### config.mk
export PLATFORM = sky130hd
export DESIGN_NAME = arbiter_dwrr_beat
export DESIGN_NICKNAME = d
export VERILOG_FILES = /design/src/rtl/axi_icn_arb_pkg.sv /design/src/rtl/rr_prio_search.sv /design/src/rtl/arbiter_dwrr_beat.sv
export SDC_FILE = /design/constraint.sdc
export NUM_CORES = 1
export LEC_CHECK = 0
export BUFFER_PORTS_ARGS = -buffer_cell sky130_fd_sc_hd__clkbuf_2
export CORE_UTILIZATION = 60
export CTS_BUF_LIST = sky130_fd_sc_hd__clkbuf_4
export CTS_CLUSTER_DIAMETER = 40
export DETAILED_ROUTE_END_ITERATION = 12
export HOLD_SLACK_MARGIN = 0.1
export PLACE_DENSITY = 0.81
export RECOVER_POWER = 50
export SLEW_MARGIN = 20
export SYNTH_ARGS = -nofsm -noshare
export SYNTH_HDL_FRONTEND = slang
export SYNTH_HIERARCHICAL = 1
export SYNTH_SLANG_ARGS = --single-unit
### constraint.sdc
create_clock -name ACLK_i -period 17.2 [get_ports ACLK_i]
set_input_delay 4.3 -clock ACLK_i [delete_from_list [all_inputs] [get_ports ACLK_i]]
set_output_delay 4.3 -clock ACLK_i [all_outputs]
set_load 0.03 [all_outputs]
### src/rtl/axi_icn_arb_pkg.sv
// Shared arbiter encodings: FSM states and the default per-requester beat quantum.
package axi_icn_arb_pkg;

  typedef enum logic {
    ST_IDLE  = 1'b0,
    ST_GRANT = 1'b1
  } arb_state_e;

  // Element 0 (requester 0) sits in the leftmost 32 bits.
  localparam logic [0:95] DEFAULT_WEIGHTS = {32'd5, 32'd3, 32'd2};

endpackage

### src/rtl/rr_prio_search.sv
// Circular first-set search: lowest set index of vec_i at or after ptr_i, wrapping.
module rr_prio_search #(
  parameter int P_N    = 3,
  parameter int P_ID_W = 2
) (
  input  logic [P_N-1:0]    vec_i,
  input  logic [P_ID_W-1:0] ptr_i,
  output logic              found_o,
  output logic [P_ID_W-1:0] idx_o
);

  int              j;
  logic [P_ID_W-1:0] pos;

  always_comb begin
    found_o = 1'b0;
    idx_o   = '0;
    j       = 0;
    pos     = '0;
    for (int k = 0; k < P_N; k++) begin
      j = int'(ptr_i) + k;
      if (j >= P_N) j = j - P_N;
      pos = P_ID_W'(j);
      if (!found_o && vec_i[pos]) begin
        found_o = 1'b1;
        idx_o   = pos;
      end
    end
  end

endmodule

### src/rtl/arbiter_dwrr_beat.sv
// Beat-weighted deficit round-robin arbiter; grant registered one cycle after a winning decision.
// A grant is held until grant_ready_i, then one idle bubble before the next decision.
module arbiter_dwrr_beat
  import axi_icn_arb_pkg::*;
#(
  parameter int                             P_REQUESTER_NUM    = 3,
  parameter logic [0:P_REQUESTER_NUM*32-1]  P_REQUESTER_WEIGHT = DEFAULT_WEIGHTS,
  parameter int                             P_COST_W           = 4,
  parameter int                             P_CREDIT_W         = 8,
  localparam int                            ID_W = (P_REQUESTER_NUM > 1) ? $clog2(P_REQUESTER_NUM) : 1
) (
  input  logic                                ACLK_i,
  input  logic                                ARESET_i,
  input  logic [P_REQUESTER_NUM-1:0]          req_i,
  input  logic [P_COST_W*P_REQUESTER_NUM-1:0] cost_i,
  input  logic                                grant_ready_i,
  output logic [P_REQUESTER_NUM-1:0]          grant_valid_o,
  output logic [ID_W-1:0]                     grant_id_o,
  output logic [P_COST_W-1:0]                 grant_cost_o
);

  logic [P_CREDIT_W-1:0] weight_eff [P_REQUESTER_NUM];
  logic [P_COST_W-1:0]   cost_eff   [P_REQUESTER_NUM];

  if (P_COST_W > P_CREDIT_W) begin : g_cost_chk
    $error("largest beat cost does not fit in a credit counter");
  end

  for (genvar i = 0; i < P_REQUESTER_NUM; i++) begin : g_req
    localparam logic [31:0] W_RAW = P_REQUESTER_WEIGHT[i*32 +: 32];
    if (64'(W_RAW) > ((64'd1 << P_CREDIT_W) - 64'd1)) begin : g_w_chk
      $error("requester weight does not fit in a credit counter");
    end
    // Zero weight or zero cost would stall the rotation, so both floor at 1.
    assign weight_eff[i] = (W_RAW == 32'd0) ? P_CREDIT_W'(1) : W_RAW[P_CREDIT_W-1:0];
    assign cost_eff[i]   = (cost_i[P_COST_W*(i+1)-1 -: P_COST_W] == '0) ? P_COST_W'(1)
                                                                       : cost_i[P_COST_W*(i+1)-1 -: P_COST_W];
  end

  arb_state_e            state_q, state_d;
  logic [ID_W-1:0]       ptr_q, ptr_d;
  logic                  refilled_q, refilled_d;
  logic [P_CREDIT_W-1:0] credit_q [P_REQUESTER_NUM];
  logic [P_CREDIT_W-1:0] credit_d [P_REQUESTER_NUM];
  logic [ID_W-1:0]       grant_id_q, grant_id_d;
  logic [P_COST_W-1:0]   grant_cost_q, grant_cost_d;

  logic                  found;
  logic [ID_W-1:0]       cand;
  logic [ID_W-1:0]       cand_next;
  logic [P_CREDIT_W:0]   sum;
  logic [P_CREDIT_W-1:0] eff;
  logic [P_CREDIT_W-1:0] cost_ext;

  rr_prio_search #(
    .P_N    (P_REQUESTER_NUM),
    .P_ID_W (ID_W)
  ) u_search (
    .vec_i   (req_i),
    .ptr_i   (ptr_q),
    .found_o (found),
    .idx_o   (cand)
  );

  always_comb begin
    sum       = {1'b0, credit_q[cand]} + {1'b0, weight_eff[cand]};
    cost_ext  = P_CREDIT_W'(cost_eff[cand]);
    cand_next = (cand == ID_W'(P_REQUESTER_NUM - 1)) ? '0 : cand + ID_W'(1);
    // The requester that just won keeps drawing on its banked credit until it runs short.
    if (refilled_q && (cand == ptr_q)) eff = credit_q[cand];
    else if (sum[P_CREDIT_W])          eff = '1;
    else                               eff = sum[P_CREDIT_W-1:0];
  end

  always_comb begin
    state_d      = state_q;
    ptr_d        = ptr_q;
    refilled_d   = refilled_q;
    grant_id_d   = grant_id_q;
    grant_cost_d = grant_cost_q;
    for (int i = 0; i < P_REQUESTER_NUM; i++) begin
      credit_d[i] = credit_q[i];
      if (!req_i[i] && !((state_q == ST_GRANT) && (grant_id_q == ID_W'(i))))
        credit_d[i] = '0;
    end
    case (state_q)
      ST_IDLE: begin
        if (found) begin
          if (eff >= cost_ext) begin
            credit_d[cand] = eff - cost_ext;
            ptr_d          = cand;
            refilled_d     = 1'b1;
            grant_id_d     = cand;
            grant_cost_d   = cost_eff[cand];
            state_d        = ST_GRANT;
          end else begin
            credit_d[cand] = eff;
            ptr_d          = cand_next;
            refilled_d     = 1'b0;
          end
        end
      end
      ST_GRANT: begin
        if (grant_ready_i) state_d = ST_IDLE;
      end
      default: state_d = ST_IDLE;
    endcase
  end

  always_ff @(posedge ACLK_i) begin
    if (ARESET_i) begin
      state_q      <= ST_IDLE;
      ptr_q        <= '0;
      refilled_q   <= 1'b0;
      grant_id_q   <= '0;
      grant_cost_q <= '0;
      for (int i = 0; i < P_REQUESTER_NUM; i++) credit_q[i] <= '0;
    end else begin
      state_q      <= state_d;
      ptr_q        <= ptr_d;
      refilled_q   <= refilled_d;
      grant_id_q   <= grant_id_d;
      grant_cost_q <= grant_cost_d;
      for (int i = 0; i < P_REQUESTER_NUM; i++) credit_q[i] <= credit_d[i];
    end
  end

  always_comb begin
    grant_valid_o = '0;
    if (state_q == ST_GRANT) grant_valid_o[grant_id_q] = 1'b1;
  end

  assign grant_id_o   = grant_id_q;
  assign grant_cost_o = grant_cost_q;

endmodule

==> flow_summary.yaml <==
yosys:
  synth_flop_cell: "dfxtp_1"
  ys_ff_latch: 34
  yosys.area.top_type: "dfxtp_1"
  syn-cell-area_sq_um: 2460
  synth_top_family_by_area: "compound AO/OA/AOI/OAI gates"
  synth_compound_area_share_pct: 24.7
  synth_edf_count: 0
  synthTopCellsByArea: "dfxtp_1, mux2i_1, ha_1"
  synth_simple_gate_area_share_pct: 22.3
  synth_cell_types: 56
  synth_seq_area_share_pct: 27.7
  synth-async-reset-ratio_pct: 0
  yosysTopAreaCellShare_pct: 27.7
  syn-instance-count: 293
  postSynthAreaPerCell_sq_um: 8.39
  synthXorXnorAreaFrac_pct: 2.85
  synth_mux_area_share_pct: 9.37
  syn_nets: 326
  yosys_warnings: 6
  synthAdderAreaFrac_pct: 8.25
grt:
  grt_pass1_vias: 2102
  grt_max_degree: 28
  grt_antenna_before_repair: 0
  grt_usage_pct: 30.6
  overflow: 0
  grt_pass1_wl_microns: 9900
layout:
  postLayoutCoreUtil_pct: 69.4
  final_cell_mix: "dfxtp_1, nand2_1, nor2_1"
  postLayoutCellArea_sq_um: 2640
  antenna_cells: 0
  drive_above_1_share_pct: 12.4
  mostFrequentLayoutCell: "dfxtp_1"
  synthToLayoutAreaGrowth_pct: 7.33
  nNetsFinal: 346
  finalNonFillerCells: 362
placement:
  routabilityCongestion: 0.962
  dpl_cell_area_sq_um: 2580
  post-place-cells: 354
  io_buffers: 26
  dpl.hpwl_microns: 4630
setup_path:
  reg2reg_from: "ptr_q[0]"
  path_cells: "clkbuf_1 -> and2b_1 -> o31a_1 -> o31ai_1 -> inv_1 -> ha_1 -> fa_1 -> a21o_1 -> o211ai_1 -> nor2_1 -> and2_0 -> nor2_1 -> fa_1 -> nor2b_1 -> o21ai_0 -> nand3b_1 -> a2111oi_0 -> o211ai_1 -> mux2_4 -> a22o_1"
  cp-startpoint: "req_i[2]"
  worstPathArrival_ps: 12650
  crit_slowest_cell: "o31ai_1"
  path_max_fanout: 23
  critPathRequiredTime_ps: 17450
  crit_type: "in2reg"
  end_kind: "flop"
  start_kind: "input pin"
  slowest_delay_ps: 2210
clock_network:
  cts_setup_buffers: 0
  cts_buffers: 5
  cts_resized: 0
  hold_buffers: 0
  path_clk_slew_ps: 110
  clock-sinks: 34
  cts_root_buf: "clkbuf_4"
  htree_levels: 2
  cts_tree: "built"
  clock_latency_ps: 350
  clockBufferDepth: 2
sta:
  rsz0062_at_grt: "no"
  finalClockSkew_ps: 7.15
  timing.slew.headroom_pct: -95.8
  layout_min_cycle_time_ps: 12390
  tns_ps: 0
  finalCritPeriodShare_pct: 72.1
  worstMarginPinSlew_ps: 2910
  hold_violations: 0
  fmax_mhz: 80.7
  setup_viol: 0
  report.final.slew_viol_count: 42
route:
  num_vias: 2292
  dr.pass1.iters: 5
  met2WireLength_microns: 2880
  route.detailed.drc: 0
  dr_wl_met3_microns: 525
  wl_per_cell_microns: 17.2
  dr.max_layer_used: "met4"
  vias_per_cell: 6.33
  wl_met1_microns: 2750
  routed_wl_microns: 6240
  ant_nets: 0
  drt-initial-drc-count: 153
floorplan:
  die_width_microns: 66.0
  start_util_pct: 64.7
  die_h_microns: 66.0
  io_pins: 27
  die-area_sq_um: 4360
  rows: 22
  core-area_sq_um: 3800
hold_path:
  min_path_type: "reg2reg"
  min_from: "credit_q[1][3]"
run_status:
  violations: "capacitance limit, slew limit"
  status: "finished, violations left"
flow_run:
  maxCapViolCount: 2
worst paths after layout:
path                         end  slack, ps  cells after the start
setup / recovery  credit_q[1][2]       4810                     20
hold / removal    credit_q[1][3]        460                      2
setup reg to reg  credit_q[1][2]       8130                     22
hold reg to reg   credit_q[1][3]        460                      2
critical path, delay by kind of cell:
family          cells  cell delay, ps
simple gates        6            1050
fa+ha+maj           3            1260
buf+inv             2             720
compound gates      8            4710
mux                 1             580
sequential cells by signal, indices dropped and copies added (netlist names):
name          cells
refilled_q        1
credit_q         24
grant_cost_o      4
state_q           1
grant_id_o        2
ptr_q             2
Yosys cell counts (all sizes together) (5+ instances only):
cell type  number
a21oi          13
xnor2           6
buf             6
dfxtp          34
clkbuf          8
nand2b          7
inv             9
nor3           10
mux2            5
a22o           11
nor2b           5
nor2           24
nand3           6
o21ai          30
mux2i          17
nand2          32
ha             13
per-layer routing:
metal	vias to the layer above	global-route usage [%]
li1	1112	-
met1	1062	40.1
met2	108	51.9
met3	10	4.14
met4	0	9.04
met5	-	0
metrics by stage:
step	worst slack, ps	hold slack [ps]
floorplan	8050	421
global placement	7200	434
detailed placement	6990	447
CTS	7360	465
global route	4470	487
finish	4810	460
layout make-up:
| cell class | instances | area, sq um |
|---|---|---|
| Sequential cell | 34 | 681 |
| Inverter | 9 | 33.8 |
| Timing Repair Buffer | 27 | 125 |
| Tap cell | 48 | 60.1 |
| Fill cell | 338 | 1160 |
| Clock inverter | 3 | 63.8 |
| Multi-Input combinational cell | 236 | 1640 |
| Clock buffer | 5 | 37.5 |
kinds of logic after synthesis:
kind of cell / Yosys count
AO/OA/AOI/OAI: 86
XOR/XNOR: 8
adder cells (fa/ha/maj): 15
buffers and inverters: 23
flip-flops: 34
multiplexers: 22
AND/OR/NAND/NOR: 105
Power is left out: the tool's default activity adds up to more than one toggle a clock period on the data nets, which glitch-free logic cannot reach.
